--- config.mk ---
export PLATFORM = sky130hd
export DESIGN_NAME = fetch_sequencer_flat
export DESIGN_NICKNAME = d
export VERILOG_FILES = /design/src/rtl/fetch_sequencer_if.sv /design/src/rtl/fetch_sequencer.sv /design/src/flat_wrapper.sv
export SDC_FILE = /design/constraint.sdc
export NUM_CORES = 1
export LEC_CHECK = 0
export BUFFER_PORTS_ARGS = -buffer_cell sky130_fd_sc_hd__buf_4
export CAP_MARGIN = 20
export CORE_UTILIZATION = 37
export CTS_BUF_LIST = sky130_fd_sc_hd__clkbuf_16
export DETAILED_ROUTE_END_ITERATION = 16
export GPL_ROUTABILITY_DRIVEN = 1
export PLACE_DENSITY = 0.7
export SYNTH_ARGS = -nofsm -noshare
export SYNTH_HDL_FRONTEND = slang
export SYNTH_SLANG_ARGS = --single-unit
--- constraint.sdc ---
create_clock -name clk -period 1.5 [get_ports clk]
set_input_delay 0.3 -clock clk [delete_from_list [all_inputs] [get_ports clk]]
set_output_delay 0.3 -clock clk [all_outputs]
set_load 0.005 [all_outputs]
--- src/rtl/fetch_sequencer_if.sv ---
// Control-plane bundle between the fetch sequencer and the 8-bit CPU datapath.
// The master is the sequencer: it takes opcode/flags/run and drives every bus strobe.
interface fetch_sequencer_if;
  logic       run;
  logic [3:0] opcode;
  logic       carry_flag;
  logic       zero_flag;

  logic       pc_ep;
  logic       pc_cp;
  logic       pc_lp;
  logic       mar_lm;
  logic       ram_ce;
  logic       ram_ri;
  logic       ir_li;
  logic       ir_ei;
  logic       a_la;
  logic       a_ea;
  logic       b_lb;
  logic       alu_eu;
  logic       alu_su;
  logic       flags_lf;
  logic       out_lo;
  logic       halted;
  logic [2:0] t_state;

  modport master (
    input  run, opcode, carry_flag, zero_flag,
    output pc_ep, pc_cp, pc_lp, mar_lm, ram_ce, ram_ri, ir_li, ir_ei,
           a_la, a_ea, b_lb, alu_eu, alu_su, flags_lf, out_lo, halted, t_state
  );

  modport slave (
    output run, opcode, carry_flag, zero_flag,
    input  pc_ep, pc_cp, pc_lp, mar_lm, ram_ce, ram_ri, ir_li, ir_ei,
           a_la, a_ea, b_lb, alu_eu, alu_su, flags_lf, out_lo, halted, t_state
  );
endinterface

--- src/rtl/fetch_sequencer.sv ---
// T-state sequencer for the 8-bit CPU: a 3-bit state register plus a purely
// combinational decode of (state, opcode, flags) into every datapath strobe.
module fetch_sequencer #(
  parameter int STEPS = 6
) (
  input  logic             clk,
  input  logic             rst_n,
  fetch_sequencer_if.master bus
);

  typedef enum logic [2:0] {
    S_IDLE = 3'd0,
    S_T1   = 3'd1,
    S_T2   = 3'd2,
    S_T3   = 3'd3,
    S_T4   = 3'd4,
    S_T5   = 3'd5,
    S_T6   = 3'd6,
    S_HALT = 3'd7
  } state_t;

  typedef enum logic [3:0] {
    OP_NOP = 4'h0,
    OP_LDA = 4'h1,
    OP_ADD = 4'h2,
    OP_SUB = 4'h3,
    OP_STA = 4'h4,
    OP_LDI = 4'h5,
    OP_JMP = 4'h6,
    OP_JC  = 4'h7,
    OP_JZ  = 4'h8,
    OP_OUT = 4'hE,
    OP_HLT = 4'hF
  } opcode_t;

  typedef struct packed {
    logic pc_ep;
    logic pc_cp;
    logic pc_lp;
    logic mar_lm;
    logic ram_ce;
    logic ram_ri;
    logic ir_li;
    logic ir_ei;
    logic a_la;
    logic a_ea;
    logic b_lb;
    logic alu_eu;
    logic alu_su;
    logic flags_lf;
    logic out_lo;
  } strobes_t;

  // The last execute step is the only one that samples run again.
  localparam state_t LAST_T = state_t'(STEPS[2:0]);

  state_t   state;
  state_t   state_next;
  strobes_t s;

  // NOTE: state is the only storage; non-blocking assignment keeps every reader
  // of 'state' seeing the pre-edge value regardless of process ordering.
  always_ff @(posedge clk or negedge rst_n) begin
    if (!rst_n) state <= S_IDLE;
    else        state <= state_next;
  end

  always_comb begin
    state_next = state;
    unique case (state)
      S_IDLE:  if (bus.run) state_next = S_T1;
      S_HALT:  state_next = S_HALT;
      S_T4:    state_next = (bus.opcode == OP_HLT) ? S_HALT : S_T5;
      LAST_T:  state_next = bus.run ? S_T1 : S_IDLE;
      default: state_next = state_t'(state + 3'd1);
    endcase
  end

  // NOTE: every strobe is cleared before the case so no path through the
  // decode leaves an output unassigned and infers a latch.
  always_comb begin
    s = '0;
    unique case (state)
      S_T1: begin
        s.pc_ep  = 1'b1;
        s.mar_lm = 1'b1;
      end
      S_T2: s.pc_cp = 1'b1;
      S_T3: begin
        s.ram_ce = 1'b1;
        s.ir_li  = 1'b1;
      end
      S_T4: begin
        case (bus.opcode)
          OP_LDA, OP_ADD, OP_SUB, OP_STA: begin
            s.ir_ei  = 1'b1;
            s.mar_lm = 1'b1;
          end
          OP_LDI: begin
            s.ir_ei = 1'b1;
            s.a_la  = 1'b1;
          end
          OP_JMP: begin
            s.ir_ei = 1'b1;
            s.pc_lp = 1'b1;
          end
          // Conditional jumps follow the live flag within this cycle.
          OP_JC: begin
            s.ir_ei = bus.carry_flag;
            s.pc_lp = bus.carry_flag;
          end
          OP_JZ: begin
            s.ir_ei = bus.zero_flag;
            s.pc_lp = bus.zero_flag;
          end
          OP_OUT: begin
            s.a_ea   = 1'b1;
            s.out_lo = 1'b1;
          end
          default: ;
        endcase
      end
      S_T5: begin
        case (bus.opcode)
          OP_LDA: begin
            s.ram_ce = 1'b1;
            s.a_la   = 1'b1;
          end
          OP_ADD, OP_SUB: begin
            s.ram_ce = 1'b1;
            s.b_lb   = 1'b1;
          end
          OP_STA: begin
            s.a_ea   = 1'b1;
            s.ram_ri = 1'b1;
          end
          default: ;
        endcase
      end
      S_T6: begin
        if (bus.opcode == OP_ADD || bus.opcode == OP_SUB) begin
          s.alu_eu   = 1'b1;
          s.a_la     = 1'b1;
          s.flags_lf = 1'b1;
          s.alu_su   = (bus.opcode == OP_SUB);
        end
      end
      default: ;
    endcase
  end

  assign bus.pc_ep    = s.pc_ep;
  assign bus.pc_cp    = s.pc_cp;
  assign bus.pc_lp    = s.pc_lp;
  assign bus.mar_lm   = s.mar_lm;
  assign bus.ram_ce   = s.ram_ce;
  assign bus.ram_ri   = s.ram_ri;
  assign bus.ir_li    = s.ir_li;
  assign bus.ir_ei    = s.ir_ei;
  assign bus.a_la     = s.a_la;
  assign bus.a_ea     = s.a_ea;
  assign bus.b_lb     = s.b_lb;
  assign bus.alu_eu   = s.alu_eu;
  assign bus.alu_su   = s.alu_su;
  assign bus.flags_lf = s.flags_lf;
  assign bus.out_lo   = s.out_lo;
  assign bus.halted   = (state == S_HALT);
  assign bus.t_state  = state;

endmodule

--- src/flat_wrapper.sv ---
// flat-port wrapper written by rule: the top's interface ports become plain ports
module fetch_sequencer_flat 
#(
  parameter int STEPS = 6
)
  (clk, rst_n, bus_run, bus_opcode, bus_carry_flag, bus_zero_flag, bus_pc_ep, bus_pc_cp, bus_pc_lp, bus_mar_lm, bus_ram_ce, bus_ram_ri, bus_ir_li, bus_ir_ei, bus_a_la, bus_a_ea, bus_b_lb, bus_alu_eu, bus_alu_su, bus_flags_lf, bus_out_lo, bus_halted, bus_t_state);
  fetch_sequencer_if bus_i ();
  input  logic clk;
  input  logic rst_n;
  input wire logic [$bits(bus_i.run)-1:0] bus_run;
  input wire logic [$bits(bus_i.opcode)-1:0] bus_opcode;
  input wire logic [$bits(bus_i.carry_flag)-1:0] bus_carry_flag;
  input wire logic [$bits(bus_i.zero_flag)-1:0] bus_zero_flag;
  output wire logic [$bits(bus_i.pc_ep)-1:0] bus_pc_ep;
  output wire logic [$bits(bus_i.pc_cp)-1:0] bus_pc_cp;
  output wire logic [$bits(bus_i.pc_lp)-1:0] bus_pc_lp;
  output wire logic [$bits(bus_i.mar_lm)-1:0] bus_mar_lm;
  output wire logic [$bits(bus_i.ram_ce)-1:0] bus_ram_ce;
  output wire logic [$bits(bus_i.ram_ri)-1:0] bus_ram_ri;
  output wire logic [$bits(bus_i.ir_li)-1:0] bus_ir_li;
  output wire logic [$bits(bus_i.ir_ei)-1:0] bus_ir_ei;
  output wire logic [$bits(bus_i.a_la)-1:0] bus_a_la;
  output wire logic [$bits(bus_i.a_ea)-1:0] bus_a_ea;
  output wire logic [$bits(bus_i.b_lb)-1:0] bus_b_lb;
  output wire logic [$bits(bus_i.alu_eu)-1:0] bus_alu_eu;
  output wire logic [$bits(bus_i.alu_su)-1:0] bus_alu_su;
  output wire logic [$bits(bus_i.flags_lf)-1:0] bus_flags_lf;
  output wire logic [$bits(bus_i.out_lo)-1:0] bus_out_lo;
  output wire logic [$bits(bus_i.halted)-1:0] bus_halted;
  output wire logic [$bits(bus_i.t_state)-1:0] bus_t_state;
  assign bus_i.run = bus_run;
  assign bus_i.opcode = bus_opcode;
  assign bus_i.carry_flag = bus_carry_flag;
  assign bus_i.zero_flag = bus_zero_flag;
  assign bus_pc_ep = bus_i.pc_ep;
  assign bus_pc_cp = bus_i.pc_cp;
  assign bus_pc_lp = bus_i.pc_lp;
  assign bus_mar_lm = bus_i.mar_lm;
  assign bus_ram_ce = bus_i.ram_ce;
  assign bus_ram_ri = bus_i.ram_ri;
  assign bus_ir_li = bus_i.ir_li;
  assign bus_ir_ei = bus_i.ir_ei;
  assign bus_a_la = bus_i.a_la;
  assign bus_a_ea = bus_i.a_ea;
  assign bus_b_lb = bus_i.b_lb;
  assign bus_alu_eu = bus_i.alu_eu;
  assign bus_alu_su = bus_i.alu_su;
  assign bus_flags_lf = bus_i.flags_lf;
  assign bus_out_lo = bus_i.out_lo;
  assign bus_halted = bus_i.halted;
  assign bus_t_state = bus_i.t_state;
  fetch_sequencer #(.STEPS(STEPS)) u_core (.clk(clk), .rst_n(rst_n), .bus(bus_i));
endmodule
==> impl_metrics.toml, run 1 <==
[layout]
n_antenna_cell = 0
drive_above_1_share_pct = 65.29
finalNonFillerCells = 136
fin_util_pct = 87.27
multi_input_area_um2 = 511.7
syn_to_final_growth_pct = 116.7
num-nets-final = 135
nFillCells = 75
seq_area_um2 = 78.83

[yosys]
synth_cells = 71
syn_avg_cell_area_um2 = 7.472
syn-cell-area_um2 = 530.5
synth_top_cell_by_area = "dfrtp_1"
ys_seq_elements = 3
yosysSeqAreaShare_pct = 14.15
synth_area_leaders = "dfrtp_1, ha_1, nand2b_1"
synth_flop_cell = "dfrtp_1"
synth_nets = 84
yosysTopAreaCellShare_pct = 14.15
synth_edf_count = 0
yosys-top-cells-count = "a21oi_1, nand2b_1, nor2_1, inv_1"
synth-async-reset-ratio_pct = 100.0
synth_warnings = 0
yosysUniqueCellTypes = 30

[global_route]
antenna_found_initial = 0
grt_max_degree = 14
grt_overflow = 0
globalRouteTotalUtil_pct = 27.41
grt_pass1_wl_mm = 2.829
grt_pass1_vias = 652

[routing]
first_iter_violations = 7
ant_nets = 0
drcViolationCount = 0
routed_via_density = 5.654
via_count = 769
drt-total-wl_mm = 2.519
wire_per_inst_um = 18.52
drtPass1Iterations = 4

[floorplan]
initial_core_util_pct = 40.27
die_h_um = 39.87
ios = 28
rows = 13
die_w_um = 39.87
dieArea_um2 = 1589
core_area_um2 = 1318

[timing]
skew_ps = 1.993
fin_tns_setup_ps = -2832
slew-limit-headroom_pct = 78.36
hold_violations = 0
min_period_ps = 1740
fin_crit_sh_pct = 116.0
setup_ws_ps = -239.7
fmax_mhz = 574.8
setup_viol = 17
worstMarginPinSlew_ps = 322.1
finalMaxSlewViolations = 0
rsz0062_at_grt = "true"

[cts]
htree_levels = 1
cts_inserted_buffers = 3
clock_latency_ps = 230
clock-sinks = 3
cts_tree = "built"
cts-root-buf = "clkbuf_16"
ctsLongestPathBuffers = 2
clkTransAtPathRegs_ps = 30

[pwr]
internal_power_w = 0.001384
power.density_nw_per_um2 = 2003
switchingPower_w = 0.0009190
combPwrFrac_pct = 72.7
power_w = 0.002303
p_clk_share_pct = 18.3
p_leak_nw = 0.5684
vdd_drop_max_uv = 1450
power.share.sequential_pct = 9.0
p_sw_share_pct = 39.91

[worst_setup_path]
end_kind = "output port"
r2r-start = "u_core.bus.t_state[0]"
path_buf_inv = 3
crit_top_cell = "buf_4"
crit_type = "flip-flop to output port"
reg2regPathDepth = 8
crit_family = "flip-flops"
arrival_ps = 1440
critPathSlowestCell = "dfrtp_2"
worstPathRequired_ps = 1200
start_kind = "flip-flop"
ff2ff_setup_slack_ps = -60
path_cells = "buf_6, ha_4, buf_4, and4_1, buf_4"
slowest_delay_ps = 440
regToRegEndpoint = "u_core.bus.t_state[0]"
cp_max_fo = 3

[run]
maxCapViolations = 0

[placement]
numPortBuffers = 27
dpl.cell_count = 120
gp_congestion = 0.7380
dp_hpwl_mm = 1.186

[status]
violations = "setup timing"
status = "complete, but fails checks"

[worst_hold_path]
min_path_type = "input pin to asynchronous set/reset pin"
## power groups by stage
stage	sequential, W	clock [W]	combinational (W)
after floorplan	0.000211	0	0.000530
after global placement	0.000176	0	0.00102
after detailed placement	0.000181	0	0.00104
after CTS	0.000187	0.000423	0.00139
after global routing	0.000209	0.000430	0.00176
final	0.000208	0.000422	0.00167
## what timing repair did
action,CTS,global route
buffers inserted,8,3
pin swaps,5,3
setup endpoints to repair,16,17
resized for setup,22,12
hold buffers,1,0
hold endpoints to repair,3,0
## stage by stage
| step | hold WS (ps) | instance area [um2] | setup slack [ps] |
|---|---|---|---|
| floorplan | 4.409 | 564.3 | -16.82 |
| global placement | 93.84 | 825.8 | -41.49 |
| detailed placement | 95.06 | 825.8 | -72.94 |
| CTS | 408.4 | 1077 | -186.5 |
| global route | 420.8 | 1150 | -276.9 |
| finish | 407.3 | 1150 | -239.7 |
## cell families (layout without fill, tap and decap cells)
| kind of cell | after synthesis | in the layout | synth area share, % |
|---|---|---|---|
| AO/OA/AOI/OAI | 19 | 19 | 25.00 |
| adder cells (fa/ha/maj) | 4 | 4 | 9.434 |
| flip-flops | 3 | 3 | 14.15 |
| buffers and inverters | 12 | 62 | 15.09 |
| multiplexers | 1 | 1 | 1.887 |
| AND/OR/NAND/NOR | 32 | 32 | 34.43 |
## layer usage
| layer | wire length (um) | vias to the layer above | GRT usage (%) | part of all wire, % |
|---|---|---|---|---|
| met5 | 0 | - | 0 | 0 |
| met1 | 1002 | 368 | 31.23 | 40 |
| met3 | 107 | 11 | 3.409 | 4.2 |
| met4 | 121 | 0 | 12.93 | 4.8 |
| met2 | 1288 | 40 | 48.79 | 51 |
| li1 | - | 350 | - | - |
## worst max-delay path by stage
stage	to	depth (start not counted)	slack (ps)	startpoint
finish	bus_b_lb	5	-240	u_core.bus.t_state[0]
global placement	bus_a_ea	6	-40	u_core.bus.t_state[1]
detailed placement	bus_a_ea	6	-70	u_core.bus.t_state[1]
global route	bus_a_la	6	-280	u_core.bus.t_state[0]
floorplan	bus_a_ea	5	-20	u_core.bus.t_state[1]
CTS	bus_a_ea	6	-190	u_core.bus.t_state[1]
## cell usage in the layout, fill, tap and decap left out, drive strengths merged, types with 2 or more instances in the layout
cell	n
nand4	3
clkbuf	3
nand2	4
o21a	2
nor2	7
o41ai	2
nor3b	2
dfrtp	3
a211oi	2
nor3	2
nor2b	2
o21ai	3
inv	7
buf	51
nand2b	7
a21oi	7
ha	4
## area by class of cell
type,instances,area share (%)
Tap cell,15,1.632
Sequential cell,3,6.855
Inverter,6,2.394
Clock inverter,1,0.3264
Multi-Input combinational cell,56,44.51
Clock buffer,3,6.529
Timing Repair Buffer,52,37.76
Note: power is estimated with default switching activity, not from simulation.
==> run 2: changes to the inputs <==
- CORE_MARGIN: unset -> 2
==> impl_metrics.toml, run 2 (synthesis gave the netlist of run 1 again) <==
[status]
status = "complete, but fails checks"
violations = "setup timing"

[timing]
skew_ps = 2.898
worstMarginPinSlew_ps = 329.9
hold_violations = 0
slew-limit-headroom_pct = 77.87
fin_crit_sh_pct = 113.3
min_period_ps = 1700
setup_ws_ps = -200.0
setup_viol = 15
fin_tns_setup_ps = -2122
fmax_mhz = 588.2
finalMaxSlewViolations = 0
rsz0062_at_grt = "true"
hold_ws_ps = 417.8

[layout]
nFillCells = 79
seq_area_um2 = 78.83
multi_input_area_um2 = 496.7
fin_util_pct = 82.81
final_cell_mix = "buf_4, buf_6, nor2_1, nand2b_1, a21oi_1"
final_common_cell = "buf_4"
syn_to_final_growth_pct = 105.7
design_area_um2 = 1091
n_antenna_cell = 0
num-nets-final = 131
drive_above_1_share_pct = 63.25

[routing]
wire_per_inst_um = 16.04
via_count = 715
ant_nets = 0
drt-total-wl_mm = 2.117
routed_via_density = 5.417
drtPass1Iterations = 3
first_iter_violations = 2
drcViolationCount = 0

[cts]
clock_latency_ps = 230
clock-sinks = 3
cts-root-buf = "clkbuf_16"
clkTransAtPathRegs_ps = 30
ctsLongestPathBuffers = 2
cts_tree = "built"
cts_inserted_buffers = 3
htree_levels = 1

[global_route]
grt_pass1_wl_mm = 2.946
antenna_found_initial = 0
globalRouteTotalUtil_pct = 21.58
grt_max_degree = 14
grt_overflow = 0
grt_pass1_vias = 692

[worst_setup_path]
crit_top_cell = "buf_4"
cp_max_fo = 3
end_kind = "output port"
slowest_delay_ps = 420
critPathSlowestCell = "dfrtp_2"
arrival_ps = 1400
worstPathRequired_ps = 1200
start_kind = "flip-flop"
path_cells = "inv_4, ha_4, buf_6, buf_4, o2111ai_2, nand2b_1, buf_4"
crit_type = "flip-flop to output port"

[floorplan]
rows = 13
die_w_um = 41.87
dieArea_um2 = 1753
die_h_um = 41.87
core_area_um2 = 1318
ios = 28
initial_core_util_pct = 40.27

[pwr]
power_w = 0.002103
p_leak_nw = 0.5343
vdd_drop_max_uv = 1533
power.density_nw_per_um2 = 1927

[placement]
dpl_cell_area_um2 = 825.8
numPortBuffers = 27
gp_congestion = 0.7606
dp_hpwl_mm = 1.191

[run]
maxCapViolations = 0

[worst_hold_path]
min_path_type = "input pin to asynchronous set/reset pin"
==> run 2: changes by cell type in the layout (fill, tap and decap cells not counted), sizes merged <==
| cell | previous run | this run |
|---|---|---|
| buf | 51 | 47 |
==> run 2: area by class of cell <==
cell class	instances	share of cell area [%]
Clock inverter	1	0.3440
Tap cell	15	1.720
Sequential cell	3	7.225
Clock buffer	3	6.881
Timing Repair Buffer	48	36.01
Multi-Input combinational cell	56	45.53
Inverter	6	2.294
==> run 2: routing by layer <==
metal / wire length [um] / up-vias / track usage (%)
met5: 0 / - / 0
met4: 62 / 0 / 9.677
met3: 113 / 8 / 2.609
met2: 1148 / 25 / 41.56
met1: 793 / 336 / 22.77
li1: - / 346 / -
==> run 2: what timing repair did <==
item	CTS	global route
buffers inserted	4	4
hold buffers	1	0
pin swaps	5	4
endpoints found under the setup margin	14	18
endpoints found under the hold margin	3	0
resized for setup	12	16
==> run 2: worst max-delay path, delay by kind of cell (launching register included) <==
kind,cells,cell delay [ps]
AO/OA/AOI/OAI,1,110
adder cells (fa/ha/maj),1,150
buffers and inverters,4,400
flip-flops,1,420
AND/OR/NAND/NOR,1,90
==> run 2: worst paths after layout <==
kind	startpoint	slack, ps	depth (start not counted)	endpoint
worst min-delay path	rst_n	420	2	u_core.bus.t_state[0]
worst max-delay path	u_core.bus.t_state[1]	-200	7	bus_ram_ce
min in group clk	bus_run	430	3	u_core.bus.t_state[0]
worst max register to register	u_core.bus.t_state[0]	0	7	u_core.bus.t_state[0]
worst min register to register	u_core.bus.t_state[1]	670	2	flip-flop
max in group asynchronous	rst_n	970	2	asynchronous set/reset pin
==> run 2: stage by stage <==
stage                     setup slack, ps  std cells
after floorplan                    -16.82         71
after global placement             -20.70        120
after detailed placement           -50.84        120
after CTS                          -231.9        129
after global routing               -264.1        132
final                              -200.0        132
==> run 2: power breakdown <==
part           switching, W  total (W)  internal (W)
registers         0.0000674   0.000201      0.000133
logic              0.000680    0.00147      0.000793
clock network     0.0000835   0.000428      0.000345
total              0.000831    0.00210       0.00127
